==> config.mk <==
export PLATFORM = sky130hd
export DESIGN_NAME = router_reg_flat
export DESIGN_NICKNAME = d
export VERILOG_FILES = /design/src/rtl/router_reg_if.sv /design/src/rtl/router_reg.sv /design/src/flat_wrapper.sv
export SDC_FILE = /design/constraint.sdc
export NUM_CORES = 1
export LEC_CHECK = 0
export CAP_MARGIN = 25
export CORE_MARGIN = 5
export CORE_UTILIZATION = 58
export DETAILED_ROUTE_END_ITERATION = 8
export GPL_ROUTABILITY_DRIVEN = 0
export PLACE_DENSITY = 0.93
export SLEW_MARGIN = 40
export SYNTH_ARGS = -nofsm -noshare
export SYNTH_HDL_FRONTEND = slang
export SYNTH_SLANG_ARGS = --single-unit
==> constraint.sdc <==
create_clock -name clock -period 2.3 [get_ports clock]
set_clock_uncertainty 0.2 [all_clocks]
set_input_delay 0.23 -clock clock [delete_from_list [all_inputs] [get_ports clock]]
set_output_delay 0.23 -clock clock [all_outputs]
set_load 0.02 [all_outputs]
==> src/rtl/router_reg_if.sv <==
// Bundle of the router datapath stage: FSM strobes and packet byte stream in,
// FIFO write byte and parity/status flags back out.
interface router_reg_if #(
  parameter int DATA_WIDTH = 8
);
  logic [DATA_WIDTH-1:0] data_in;
  logic                  pkt_valid;
  logic                  fifo_full;
  logic                  detect_add;
  logic                  lfd_state;
  logic                  ld_state;
  logic                  laf_state;
  logic                  full_state;
  logic                  rst_int_reg;
  logic                  parity_done;
  logic                  low_pkt_valid;
  logic                  err;
  logic [DATA_WIDTH-1:0] dout;

  // master drives the byte stream and FSM strobes
  modport master (
    output data_in, pkt_valid, fifo_full,
    output detect_add, lfd_state, ld_state, laf_state, full_state, rst_int_reg,
    input  parity_done, low_pkt_valid, err, dout
  );

  modport slave (
    input  data_in, pkt_valid, fifo_full,
    input  detect_add, lfd_state, ld_state, laf_state, full_state, rst_int_reg,
    output parity_done, low_pkt_valid, err, dout
  );
endinterface

==> src/rtl/router_reg.sv <==
// Router datapath register stage: latches the header, forwards or stalls packet
// bytes toward the output FIFOs, and checks the running XOR parity of each packet.
module router_reg #(
  parameter int DATA_WIDTH = 8
) (
  input  logic        clock,
  input  logic        reset,
  router_reg_if.slave bus
);

  logic [DATA_WIDTH-1:0] dout_reg, dout_next;
  logic [DATA_WIDTH-1:0] header_byte_reg, header_byte_next;
  logic [DATA_WIDTH-1:0] hold_byte_reg, hold_byte_next;
  logic [DATA_WIDTH-1:0] int_parity_reg, int_parity_next;
  logic [DATA_WIDTH-1:0] pkt_parity_reg, pkt_parity_next;
  logic                  parity_done_reg, parity_done_next;
  logic                  low_pkt_valid_reg, low_pkt_valid_next;
  logic                  err_reg, err_next;

  logic header_ok;
  logic ld_go;
  logic ld_stall;
  logic parity_late;

  // address 2'b11 is not a valid port, so such a header is never latched
  assign header_ok   = bus.detect_add && bus.pkt_valid && (bus.data_in[1:0] != 2'b11);
  assign ld_go       = bus.ld_state && !bus.fifo_full;
  assign ld_stall    = bus.ld_state && bus.fifo_full;
  // parity byte arrived while the FIFO was full; it is taken on the way out of the stall
  assign parity_late = bus.laf_state && low_pkt_valid_reg && !parity_done_reg;

  always_comb begin
    dout_next          = dout_reg;
    header_byte_next   = header_byte_reg;
    hold_byte_next     = hold_byte_reg;
    int_parity_next    = int_parity_reg;
    pkt_parity_next    = pkt_parity_reg;
    parity_done_next   = parity_done_reg;
    low_pkt_valid_next = low_pkt_valid_reg;
    err_next           = err_reg;

    if (header_ok)
      header_byte_next = bus.data_in;

    if (bus.lfd_state)
      dout_next = header_byte_reg;
    else if (ld_go)
      dout_next = bus.data_in;
    else if (ld_stall)
      hold_byte_next = bus.data_in;
    else if (bus.laf_state)
      dout_next = hold_byte_reg;

    // the trailing parity byte (pkt_valid low) is never folded in
    if (bus.detect_add)
      int_parity_next = '0;
    else if (bus.lfd_state)
      int_parity_next = int_parity_reg ^ header_byte_reg;
    else if (bus.ld_state && bus.pkt_valid && !bus.full_state)
      int_parity_next = int_parity_reg ^ bus.data_in;

    if ((bus.ld_state && !bus.pkt_valid) || parity_late)
      pkt_parity_next = bus.data_in;
    else if (bus.detect_add)
      pkt_parity_next = '0;

    if ((ld_go && !bus.pkt_valid) || parity_late)
      parity_done_next = 1'b1;
    else if (bus.detect_add)
      parity_done_next = 1'b0;

    if (bus.rst_int_reg)
      low_pkt_valid_next = 1'b0;
    else if (bus.ld_state && !bus.pkt_valid)
      low_pkt_valid_next = 1'b1;

    if (bus.detect_add)
      err_next = 1'b0;
    else if (parity_done_reg)
      err_next = (int_parity_reg != pkt_parity_reg);
  end

  always_ff @(posedge clock or posedge reset) begin
    if (reset) begin
      dout_reg          <= '0;
      header_byte_reg   <= '0;
      hold_byte_reg     <= '0;
      int_parity_reg    <= '0;
      pkt_parity_reg    <= '0;
      parity_done_reg   <= 1'b0;
      low_pkt_valid_reg <= 1'b0;
      err_reg           <= 1'b0;
    end else begin
      dout_reg          <= dout_next;
      header_byte_reg   <= header_byte_next;
      hold_byte_reg     <= hold_byte_next;
      int_parity_reg    <= int_parity_next;
      pkt_parity_reg    <= pkt_parity_next;
      parity_done_reg   <= parity_done_next;
      low_pkt_valid_reg <= low_pkt_valid_next;
      err_reg           <= err_next;
    end
  end

  assign bus.dout          = dout_reg;
  assign bus.parity_done   = parity_done_reg;
  assign bus.low_pkt_valid = low_pkt_valid_reg;
  assign bus.err           = err_reg;

  // the controlling FSM is in at most one state at a time
  strobe_onehot: assert property (@(posedge clock) disable iff (reset)
    $onehot0({bus.detect_add, bus.lfd_state, bus.ld_state,
              bus.laf_state, bus.full_state, bus.rst_int_reg}));

endmodule

==> src/flat_wrapper.sv <==
// flat-port wrapper written by rule: the top's interface ports become plain ports
module router_reg_flat 
#(
  parameter int DATA_WIDTH = 8
)
  (clock, reset, bus_data_in, bus_pkt_valid, bus_fifo_full, bus_detect_add, bus_lfd_state, bus_ld_state, bus_laf_state, bus_full_state, bus_rst_int_reg, bus_parity_done, bus_low_pkt_valid, bus_err, bus_dout);
  router_reg_if #(.DATA_WIDTH(DATA_WIDTH)) bus_i ();
  input  logic clock;
  input  logic reset;
  input wire logic [$bits(bus_i.data_in)-1:0] bus_data_in;
  input wire logic [$bits(bus_i.pkt_valid)-1:0] bus_pkt_valid;
  input wire logic [$bits(bus_i.fifo_full)-1:0] bus_fifo_full;
  input wire logic [$bits(bus_i.detect_add)-1:0] bus_detect_add;
  input wire logic [$bits(bus_i.lfd_state)-1:0] bus_lfd_state;
  input wire logic [$bits(bus_i.ld_state)-1:0] bus_ld_state;
  input wire logic [$bits(bus_i.laf_state)-1:0] bus_laf_state;
  input wire logic [$bits(bus_i.full_state)-1:0] bus_full_state;
  input wire logic [$bits(bus_i.rst_int_reg)-1:0] bus_rst_int_reg;
  output wire logic [$bits(bus_i.parity_done)-1:0] bus_parity_done;
  output wire logic [$bits(bus_i.low_pkt_valid)-1:0] bus_low_pkt_valid;
  output wire logic [$bits(bus_i.err)-1:0] bus_err;
  output wire logic [$bits(bus_i.dout)-1:0] bus_dout;
  assign bus_i.data_in = bus_data_in;
  assign bus_i.pkt_valid = bus_pkt_valid;
  assign bus_i.fifo_full = bus_fifo_full;
  assign bus_i.detect_add = bus_detect_add;
  assign bus_i.lfd_state = bus_lfd_state;
  assign bus_i.ld_state = bus_ld_state;
  assign bus_i.laf_state = bus_laf_state;
  assign bus_i.full_state = bus_full_state;
  assign bus_i.rst_int_reg = bus_rst_int_reg;
  assign bus_parity_done = bus_i.parity_done;
  assign bus_low_pkt_valid = bus_i.low_pkt_valid;
  assign bus_err = bus_i.err;
  assign bus_dout = bus_i.dout;
  router_reg #(.DATA_WIDTH(DATA_WIDTH)) u_core (.clock(clock), .reset(reset), .bus(bus_i));
endmodule
==> impl_metrics.csv <==
group,metric,value,unit
floorplan,dieArea,4994,um^2
timing,worst_pin_slew,0.5817,ns
synth,ys_seq_area_share,50.41,%
run_status,status,"completed",
worst_setup_path,cp_slowest_cell,"clkdlybuf4s50_1",
placed_design,placed_cell_area,2470,um^2
floorplan,boundaryPins,29,
worst_setup_path,crit_family,"buffers and inverters",
timing,min_period,1.815,ns
power_and_ir_drop,p_sw,561.2,uW
route,post_drt_wl_per_cell,14.92,um
grt,antenna_found_initial,0,
timing,slew_headroom,61.10,%
cts,htree_levels,2,
hold_path,hold_class,"in -> async",
power_and_ir_drop,p_clk_share,26.6,%
floorplan,placementRows,22,
cells_and_area,drive_gt1_share,17.94,%
cts,hold_buffers,0,
power_and_ir_drop,leakagePower,1.146,nW
grt,grt_overflow,0,
cts,cts_tree,"done",
timing,fmax,551.0,MHz
power_and_ir_drop,p_int,1.423,mW
cells_and_area,nets,240,
route,totalWireLength,4043,um
route,via_per_inst,5.295,
cells_and_area,stdcell_count,271,
cells_and_area,syn2layout_area_growth,20.57,%
cts,clockBufferDepth,2,
worst_setup_path,path_cells,"clkdlybuf4s50_1 -> buf_4 -> nor2_1 -> a21oi_1 -> xnor2_1 -> nor2_1",
route,drc_errors,0,
placed_design,portBuffers,28,
cts,cts_root_buf,"clkbuf_8",
cts,cts_made_buffers,5,
synth,synth.ff_latch_count,43,
synth,synthTopCellsByArea,"dfrtp_1 (50%), mux2i_1 (7.5%), mux2_2 (7.4%)",
floorplan,die_h,70.67,um
worst_setup_path,startpoint_type,"input pin",
timing,drv_slew,0,
power_and_ir_drop,power_density,770.8,nW/um^2
worst_setup_path,critPathCaptureType,"register",
power_and_ir_drop,switching_share,28.29,%
power_and_ir_drop,power,1.984,mW
placed_design,post-dp-hpwl,2928,um
synth,synth_top_area_share,50.41,%
synth,syn_area,2135,um^2
route,drt-initial-drc-count,90,
route,vias,1435,
worst_setup_path,path_buf_inv,2,
worst_setup_path,required,2.29,ns
timing,tns,0,ns
power_and_ir_drop,power_frac_comb,24.9,%
timing,finalHoldViolCount,0,
timing,setup_viol,0,
placed_design,place_ws,0.2187,ns
floorplan,initial_utilization,59.20,%
worst_setup_path,cp.arrival,1.81,ns
worst_setup_path,critPathMaxFanout,8,
route,first_pass_iters,4,
route,ant_nets,0,
floorplan,coreArea,3606,um^2
grt,grt_use_total,17.59,%
cells_and_area,fillers,255,
cts,cts_resized,0,
cells_and_area,final_area,2574,um^2
synth,synth_nets,205,
synth,netlist.top_cell.by_area,"dfrtp_1",
power_and_ir_drop,vdd_ir_drop_max,0.6396,mV
cts,cts.sinks,43,
worst_setup_path,timing.critical_path.mode_cell,"nor2_1",
timing,min_period_over_period,78.90,%
timing,holdWs,0.1624,ns
timing,fin_ws,0.4852,ns
cts,clk_pin_slew,0.08,ns
worst_setup_path,worstSetupPathType,"in -> reg",
cells_and_area,diodes,0,
floorplan,die_w,70.67,um
synth,synth_cell_type_count,27,
power_and_ir_drop,seqPwrFrac,48.5,%
synth,avgSynthCellArea,11.41,um^2
worst_setup_path,max_stage_delay,0.49,ns
synth,syn_inst,187,
cts,cts_setup_buffers,0,
placed_design,dp_cells,263,
timing,rsz0062_at_grt,"no",
grt,grt_max_degree,44,
synth,ys_warn_count,0,
run,drv_cap,0,
grt,grt_pass1_vias,1525,
grt,grt_first_pass_wirelength,6920,um
cells_and_area,post-route-util,71.37,%
cts,clock_latency,0.30,ns
-- worst paths after layout --
kind | from | endpoint | slack, ns | cells past startpoint
worst min register to register | u_core.bus.dout[7] | u_core.bus.dout[7] | 0.28 | 2
max in group asynchronous | reset | u_core.bus.dout[2] | 1.38 | 3
worst min-delay path | reset | u_core.pkt_parity_reg[1] | 0.16 | 3
worst max-delay path | bus_lfd_state | u_core.int_parity_reg[1] | 0.49 | 6
min in group clock | bus_rst_int_reg | u_core.bus.low_pkt_valid | 0.26 | 2
worst max register to register | u_core.int_parity_reg[3] | u_core.bus.err | 0.92 | 4
-- metal layers --
| metal | vias up | routed length, um | GRT usage [%] |
|---|---|---|---|
| met5 | - | 0 | 0 |
| met4 | 0 | 42 | 4.802 |
| met1 | 696 | 1809 | 21.90 |
| li1 | 707 | - | - |
| met3 | 5 | 219 | 6.818 |
| met2 | 27 | 1971 | 28.79 |
-- power groups by stage --
| stage | sequential (mW) | combinational (mW) | clock, mW |
|---|---|---|---|
| after floorplan | 1.00 | 0.290 | 0 |
| after global placement | 0.970 | 0.482 | 0 |
| after detailed placement | 0.977 | 0.497 | 0 |
| after CTS | 0.962 | 0.501 | 0.540 |
| after global routing | 0.976 | 0.541 | 0.572 |
| final | 0.962 | 0.495 | 0.527 |
-- Yosys cell counts --
library cell / number
nor4_1: 1
a311oi_1: 1
a21oi_1: 9
a21o_1: 1
nand4_1: 1
o21ai_2: 1
mux2_2: 14
mux2i_1: 16
o21ai_0: 16
a211oi_4: 1
buf_4: 1
dfrtp_1: 43
xor2_1: 3
buf_8: 1
buf_6: 2
nor2_1: 17
nor2b_1: 1
nand3b_1: 2
nand2b_1: 9
clkbuf_1: 2
nand3b_2: 1
buf_2: 1
xnor2_1: 13
inv_1: 4
nand2_1: 17
o221ai_1: 1
mux2_4: 8
-- area by class of cell --
cell class              instances  area [um^2]  share of cell area, %
clock buffers                   7        96.34                  3.743
clock inverters                 1        7.507                 0.2917
inverters                       4        15.01                 0.5834
multi-input cells             133        985.9                  38.31
flip-flops and latches         43         1076                  41.81
well taps                      48        60.06                  2.333
repair buffers                 35        332.8                  12.93
-- worst min-delay path: stages --
cell and delay [ns]:
clkdlybuf4s50_1 0.40, inv_1 0.05, buf_4 0.44
-- cells in the final DEF, fill, tap and decap left out --
cell type / Yosys / final
a311oi_1: 1 / 1
a21oi_1: 9 / 9
mux2_2: 14 / 14
nand3b_1: 2 / 2
a211oi_4: 1 / 1
clkbuf_8: 0 / 7
nor4_1: 1 / 1
dfrtp_1: 43 / 43
o221ai_1: 1 / 1
nand4_1: 1 / 1
o21ai_0: 16 / 16
mux2_4: 8 / 8
buf_4: 1 / 7
clkdlybuf4s50_1: 0 / 28
inv_1: 4 / 4
nor2b_1: 1 / 1
xnor2_1: 13 / 13
a21o_1: 1 / 1
o21ai_2: 1 / 1
nand3b_2: 1 / 1
nor2_1: 17 / 17
nand2b_1: 9 / 9
mux2i_1: 16 / 16
clkinvlp_4: 0 / 1
xor2_1: 3 / 3
nand2_1: 17 / 17
-- cell families after synthesis --
group	Yosys count	synth area share, %
xor+xnor	16	6.565
flops	43	50.41
simple gates	49	10.73
mux	38	20.52
compound gates	30	8.383
buf+inv	11	3.399
Power figures use the tool's default switching activity.
